<file path="src/rtl/parallel_to_serial_if.sv">
// Word handshake and serial-side status for the parallel-to-serial transmitter.
interface parallel_to_serial_if #(
  parameter int WIDTH = 8
);
  logic             valid;
  logic [WIDTH-1:0] parallel;
  logic             ready;
  logic             serial;
  logic             busy;
  logic             last;

  modport master (output valid, parallel, input ready, serial, busy, last);
  modport slave  (input valid, parallel, output ready, serial, busy, last);
endinterface

</file>
<file path="src/rtl/parallel_to_serial.sv">
// Serialises a WIDTH-bit word MSB first, one bit per enabled clock, with
// back-to-back reload on the final bit so a held valid streams with no gap.
module parallel_to_serial #(
  parameter int WIDTH = 8
) (
  input  logic                Clock,
  input  logic                Reset,
  input  logic                Enable,
  parallel_to_serial_if.slave bus
);
  localparam int CW = (WIDTH > 1) ? $clog2(WIDTH) : 1;
  localparam logic [CW-1:0] CNT_LAST = CW'(WIDTH - 1);

  typedef enum logic {IDLE = 1'b0, SHIFT = 1'b1} state_t;

  state_t           state, state_nxt;
  logic [WIDTH-1:0] sreg;
  logic [CW-1:0]    cnt;
  logic             last_bit;
  logic             rdy;
  logic             accept;

  // Final-bit decode and handshake; in SHIFT a new word is only taken when
  // the LSB actually leaves on this edge, so no bit is ever dropped or doubled.
  assign last_bit = (state == SHIFT) && (cnt == CNT_LAST);
  assign rdy      = (state == IDLE) || (last_bit && Enable);
  assign accept   = bus.valid && rdy;

  // State register; Reset abandons any frame in flight.
  always_ff @(posedge Clock) begin
    if (Reset) state <= IDLE;
    else       state <= state_nxt;
  end

  // Next state: leave SHIFT only after the LSB is shifted out with no reload.
  always_comb begin
    state_nxt = state;
    case (state)
      IDLE:    if (accept) state_nxt = SHIFT;
      SHIFT:   if (Enable && last_bit && !accept) state_nxt = IDLE;
      default: state_nxt = IDLE;
    endcase
  end

  // Shift register and bit counter; Enable low freezes both mid-frame.
  always_ff @(posedge Clock) begin
    if (Reset) begin
      sreg <= '0;
      cnt  <= '0;
    end else if (accept) begin
      sreg <= bus.parallel;
      cnt  <= '0;
    end else if (state == SHIFT && Enable) begin
      if (last_bit) begin
        sreg <= '0;
        cnt  <= '0;
      end else begin
        sreg <= {sreg[WIDTH-2:0], 1'b0};
        cnt  <= cnt + CW'(1);
      end
    end
  end

  // Outputs decoded from registered state only (ready excepted).
  always_comb begin
    bus.ready  = rdy;
    bus.busy   = (state == SHIFT);
    bus.last   = last_bit;
    bus.serial = (state == SHIFT) ? sreg[WIDTH-1] : 1'b0;
  end
endmodule

</file>
<file path="src/flat_wrapper.sv">
// flat-port wrapper written by rule: the top's interface ports become plain ports
module parallel_to_serial_flat 
#(
  parameter int WIDTH = 8
)
  (Clock, Reset, Enable, bus_valid, bus_parallel, bus_ready, bus_serial, bus_busy, bus_last);
  parallel_to_serial_if #(.WIDTH(WIDTH)) bus_i ();
  input  logic Clock;
  input  logic Reset;
  input  logic Enable;
  input wire logic [$bits(bus_i.valid)-1:0] bus_valid;
  input wire logic [$bits(bus_i.parallel)-1:0] bus_parallel;
  output wire logic [$bits(bus_i.ready)-1:0] bus_ready;
  output wire logic [$bits(bus_i.serial)-1:0] bus_serial;
  output wire logic [$bits(bus_i.busy)-1:0] bus_busy;
  output wire logic [$bits(bus_i.last)-1:0] bus_last;
  assign bus_i.valid = bus_valid;
  assign bus_i.parallel = bus_parallel;
  assign bus_ready = bus_i.ready;
  assign bus_serial = bus_i.serial;
  assign bus_busy = bus_i.busy;
  assign bus_last = bus_i.last;
  parallel_to_serial #(.WIDTH(WIDTH)) u_core (.Clock(Clock), .Reset(Reset), .Enable(Enable), .bus(bus_i));
endmodule
</file>
<file path="config.mk">
export PLATFORM = sky130hd
export DESIGN_NAME = parallel_to_serial_flat
export DESIGN_NICKNAME = d
export VERILOG_FILES = /design/src/rtl/parallel_to_serial_if.sv /design/src/rtl/parallel_to_serial.sv /design/src/flat_wrapper.sv
export SDC_FILE = /design/constraint.sdc
export NUM_CORES = 1
export LEC_CHECK = 0
export CAP_MARGIN = 40
export CORE_MARGIN = 10
export CORE_UTILIZATION = 42
export DETAILED_ROUTE_END_ITERATION = 8
export PLACE_DENSITY_LB_ADDON = 0.3
export SYNTH_ARGS = -nofsm -noshare
export SYNTH_HDL_FRONTEND = slang
export SYNTH_SLANG_ARGS = --single-unit
</file>
<file path="constraint.sdc">
create_clock -name Clock -period 1.4 [get_ports Clock]
set_input_delay 0.14 -clock Clock [delete_from_list [all_inputs] [get_ports Clock]]
set_output_delay 0.14 -clock Clock [all_outputs]
set_load 0.02 [all_outputs]
</file>
==> results of run 1 <==
repair_timing:
action / CTS / global route
setup buffers: 1 / 0
cloned: 0 / 0
gates resized for setup: 21 / 5
setup endpoints to repair: 10 / 10
pin swaps: 4 / 2
stage by stage:
step | TNS (ps) | instance area (um2)
floorplan | 0 | 679
global placement | -467 | 872
detailed placement | -730 | 872
CTS | -48.6 | 932
global route | -287 | 951
finish | -49.1 | 951
routing by layer:
| layer | global-route usage (%) | part of all wire (%) | wire, um |
|---|---|---|---|
| met1 | 11.3 | 46 | 735 |
| met2 | 15.7 | 47 | 763 |
| met3 | 4.66 | 5.8 | 93 |
| met4 | 2.88 | 0.93 | 15 |
| met5 | 0 | 0 | 0 |
Yosys cell counts, drive strengths merged, types with 2 or more instances:
cell	number
and4b	2
a311oi	7
nor2b	7
and2	4
nor2	16
buf	5
nor4	7
ha	2
dfxtp	12
nor3	3
a21oi	3
flip-flops by register name (all words and copies together) (netlist names):
name,count
u_core.cnt,3
u_core.sreg,8
u_core.bus.busy,1
layout make-up:
| cell class | count | area [um2] |
|---|---|---|
| fillers | 140 | 556 |
| flip-flops and latches | 12 | 244 |
| multi-input cells | 57 | 443 |
| repair buffers | 24 | 218 |
| inverters | 1 | 3.75 |
| clock buffers | 3 | 22.5 |
| well taps | 16 | 20.0 |
final timing paths:
check                   from             end  slack [ps]  depth (start not counted)
max            u_core.cnt[0]       bus_ready         -50                          4
min          bus_parallel[2]  u_core.sreg[2]         470                          3
max reg2reg    u_core.cnt[0]  u_core.sreg[3]           0                          6
min reg2reg   u_core.sreg[2]  u_core.sreg[2]         490                          2
logic make-up (layout without fill, tap and decap cells):
| family | after synthesis | in the layout | share of synthesized area (%) |
|---|---|---|---|
| fa+ha+maj | 2 | 2 | 3.75 |
| simple gates | 41 | 41 | 36.2 |
| flops | 12 | 12 | 36.0 |
| mux | 2 | 2 | 3.19 |
| compound gates | 12 | 12 | 15.2 |
| buf+inv | 7 | 28 | 5.63 |
worst register-to-register path, delay by kind of cell, from the launching register on:
kind	cells	cell delay, ps
compound gates	1	270
fa+ha+maj	2	330
buf+inv	2	270
flops	1	350
simple gates	1	70
power groups by stage:
stage,Clock [mW],Sequential (mW),Combinational [mW]
2_1_floorplan,0,0.386,0.0939
4_1_cts,0.228,0.381,0.169
6_report,0.220,0.381,0.171
5_1_grt,0.244,0.384,0.189
3_5_place_dp,0,0.387,0.169
3_3_place_gp,0,0.386,0.167
==> metrics.yaml, run 1 <==
cp-start-kind: "flip-flop"
nets: 113
ys_warn_count: 0
critical_path_arrival_ps: 1310
antenna_found_initial: 0
cts.sinks: 12
setup_ws_ps: -49.1
min_period_ps: 1450
grt_pass1_wl_um: 2770
maxCapViolCount: 0
io_pins: 16
gp_congestion: 0.722
synthDistinctLibCells: 23
critical_path.top_delay_family: "flip-flops"
netlist.top_cell.by_area: "dfxtp_1"
async_reset_ff_share_pct: 0
start_util_pct: 44.3
drt_first_pass_iters: 4
cts_max_level: 1
ys_top_cells_by_area: "dfxtp_1 36%, nor2_1 9.0%, a311oi_1 7.9%"
timing.fmax_mhz: 690
crit_path_max_incr_delay_ps: 350
synth_edf_count: 0
core_mm2: 0.00151
path_buf_inv: 1
slowest_stage: "dfxtp_2"
p_per_area_mw_per_mm2: 811
leakage_nw: 0.386
diodes: 0
via_count: 627
rows: 14
tightest_slew_ps: 245
required_ps: 1260
seq_power_share_pct: 49.3
ys_ff_latch: 12
die_x_um: 59.8
switching_power_mw: 0.211
netlist_area_um2: 667
relSlewSlack_pct: 83.5
viasPerCell: 5.55
finalCoreUtilization_pct: 63.1
yosysTopAreaCellShare_pct: 36.0
placedCellCount: 109
grt_setup_unrepaired: "yes"
grt_overflow: 0
cts_buffers: 3
pwr-share-clk_pct: 28.5
drv_slew: 0
path_class: "flip-flop to primary output"
hold_ws_ps: 474
layout_commonest_cell: "nor2_1"
peakVddDrop_mv: 0.459
cts.clk_slew.worst_paths_ps: 80
area_delta_synth_final_pct: 42.6
drt_iter0_drc: 9
cp-end-kind: "primary output"
cp_common_cell: "ha_4"
drive_gt1_share_pct: 33.0
place_ws_ps: -218
wl_per_cell_um: 14.2
syn_avg_cell_area_um2: 8.77
cts-root-buf: "clkbuf_4"
dp_hpwl_um: 1230
fin_cells: 113
drc_errors: 0
cts_hold_buf: 0
worstPathMaxFanout: 4
detail-route-antenna-nets: 0
total_power_mw: 0.771
die_h_um: 59.8
crit_chain: "ha_4 > ha_4 > a21bo_4 > buf_6"
power.share.combinational_pct: 22.2
finalSetupViolCount: 1
drt-total-wl_um: 1610
violations: "negative setup slack"
place.port_buffers: 15
hp-class: "input port to flip-flop"
fin_crit_sh_pct: 104
gr-usage-all-layers_pct: 9.83
postSynthCellCount: 76
hold_viol: 0
grt_start_max_net_pins: 13
synth_nets: 90
die_area_mm2: 0.00358
p_sw_share_pct: 27.4
tritoncts: "yes"
grt_pass1_vias: 619
status: "finished, violations left"
clock-skew-final_ps: 5.52
ys.flop_type: "dfxtp_1"
cts.path.max_buffers: 2
clock_latency_ps: 280
ys_seq_area_share_pct: 36.0
intPower_mw: 0.560
final_cell_mix: "16 x nor2_1, 11 x clkdlybuf4s50_1, 9 x buf_4, 9 x dfxtp_1, 6 x nor4_1"
No activity file was read; power rests on OpenSTA's default activity.
==> run 2, diff against run 1 <==
--- a/config.mk
+++ b/config.mk
@@ -7,9 +7,10 @@
 export LEC_CHECK = 0
 export CAP_MARGIN = 40
 export CORE_MARGIN = 10
-export CORE_UTILIZATION = 42
+export CORE_UTILIZATION = 40
 export DETAILED_ROUTE_END_ITERATION = 8
 export PLACE_DENSITY_LB_ADDON = 0.3
+export RECOVER_POWER = 50
 export SYNTH_ARGS = -nofsm -noshare
 export SYNTH_HDL_FRONTEND = slang
 export SYNTH_SLANG_ARGS = --single-unit
==> run 2 against run 1 <==
The run still ends with negative setup slack left. Register-to-register slack improved by 20 ps. Non-clock buffer count is 4 higher. Design area increased by 2.9%. Global-route usage increased by 0.30 points. Sequential cell count unchanged. Worst hold slack worse by 8.5 ps. Fmax increased by 1.9%. Die area up 3.3%. Combinational power grew 8%. Via count is 3.3% higher. Count of clock-buffer cells in the layout is the same. Critical path type unchanged.
==> metrics.yaml, run 2 (synthesized netlist as in run 1, its figures left out) <==
status: "finished, violations left"
violations: "negative setup slack"
cts.path.max_buffers: 2
hold_ws_ps: 465
hold_viol: 0
fillCellCount: 131
core_mm2: 0.00154
place.port_buffers: 15
tritoncts: "yes"
required_ps: 1260
p_per_area_mw_per_mm2: 808
grt_overflow: 0
gr-usage-all-layers_pct: 10.1
dpl-instance-area_um2: 910
hp-start: "bus_parallel[2]"
switching_power_mw: 0.222
cts_buffers: 3
diodes: 0
worstHoldPathCells: 3
largest_register_ffs: 8
pwr-share-clk_pct: 28.7
worstPathMaxFanout: 4
grt_pass1_vias: 662
hold_end: "u_core.sreg[2]"
rrSetupSlack_ps: 20
grt_start_max_net_pins: 11
min_period_ps: 1420
dp_hpwl_um: 1300
clock_latency_ps: 280
ff_latch_area_um2: 243
cp-end-kind: "primary output"
leakage_nw: 0.404
tightest_slew_ps: 262
drt-total-wl_um: 1710
reg2reg_depth: 6
timing.fmax_mhz: 703
io_pins: 16
cts-root-buf: "clkbuf_4"
intPower_mw: 0.568
p_sw_share_pct: 28.1
die_h_um: 60.8
via_count: 648
finalSetupViolCount: 1
maxCapViolCount: 0
final_cell_mix: "16 x nor2_1, 12 x buf_4, 11 x clkdlybuf4s50_1, 10 x dfxtp_1"
multi_input_area_um2: 438
nets: 117
post_cts_buffers: 0
drt_first_pass_iters: 4
rows: 14
rr_startpoint: "u_core.cnt[1]"
die_area_mm2: 0.00370
setup_ws_ps: -22.7
wl_per_cell_um: 14.6
top_register: "u_core.sreg"
final_cell_area_um2: 978
drive_gt1_share_pct: 33.7
drt_iter0_drc: 12
detail-route-antenna-nets: 0
relSlewSlack_pct: 82.4
drv_slew: 0
seq_power_share_pct: 48.0
fin_crit_sh_pct: 102
power.share.combinational_pct: 23.3
fin_setup_tns_ps: -22.7
start_util_pct: 43.3
grt_pass1_wl_um: 2870
finalCoreUtilization_pct: 63.5
cts_max_level: 1
cts_hold_buf: 0
antenna_found_initial: 0
peakVddDrop_mv: 0.552
path_class: "flip-flop to primary output"
regToRegEndpoint: "u_core.cnt[2]"
gp_congestion: 0.744
cts.sinks: 12
clock-skew-final_ps: 8.05
die_x_um: 60.8
grt_setup_unrepaired: "yes"
layout_commonest_cell: "nor2_1"
viasPerCell: 5.54
cts.clk_slew.worst_paths_ps: 80
hp-class: "input port to flip-flop"
critical_path_arrival_ps: 1280
cp-start-kind: "flip-flop"
drc_errors: 0
area_delta_synth_final_pct: 46.7
run 2: final cells by class:
type / instances / share of cell area (%)
flip-flops and latches: 12 / 24.8
well taps: 16 / 2.05
clock buffers: 3 / 2.30
multi-input cells: 57 / 44.8
inverters: 1 / 0.384
repair buffers: 28 / 25.7
run 2: metal layers:
layer | share of wire (%) | GRT usage, % | vias to the layer above
met5 | 0 | 0 | -
met4 | 2.6 | 6.58 | 0
met3 | 5.9 | 2.51 | 6
met2 | 47 | 17.5 | 21
met1 | 44 | 10.7 | 294
li1 | - | - | 327
run 2: worst max-delay path by stage:
stage	start	to	slack (ps)
after detailed placement	u_core.cnt[1]	bus_last	-190
after global placement	Enable	bus_ready	-180
after CTS	u_core.cnt[1]	bus_ready	-20
after floorplan	u_core.cnt[0]	u_core.cnt[2]	10
after global routing	u_core.cnt[1]	bus_ready	-50
final	u_core.cnt[1]	bus_ready	-20
run 2: worst max-delay path: stages, from the launching register on:
cell and delay (ps):
dfxtp_2 340, ha_4 160, ha_4 160, a21bo_4 210
buf_6 130
run 2: what timing repair did:
item / in CTS / in global routing
gates cloned: 0 / 0
setup endpoints to repair: 8 / 9
pin swaps: 2 / 4
resized for setup: 19 / 7
run 2: power groups by stage:
stage                     sequential (mW)  combinational, mW  clock (mW)
after floorplan                     0.386             0.0939           0
after global placement              0.385              0.178           0
after detailed placement            0.386              0.180           0
after CTS                           0.380              0.181       0.224
after global routing                0.383              0.202       0.236
final                               0.379              0.184       0.227
run 2: stage by stage:
| stage | setup slack (ps) | total power [mW] | cells |
|---|---|---|---|
| final | -22.7 | 0.790 | 117 |
| after global routing | -48.5 | 0.821 | 117 |
| after CTS | -21.1 | 0.785 | 117 |
| after detailed placement | -191 | 0.566 | 114 |
| after global placement | -176 | 0.563 | 114 |
| after floorplan | 10.5 | 0.480 | 76 |
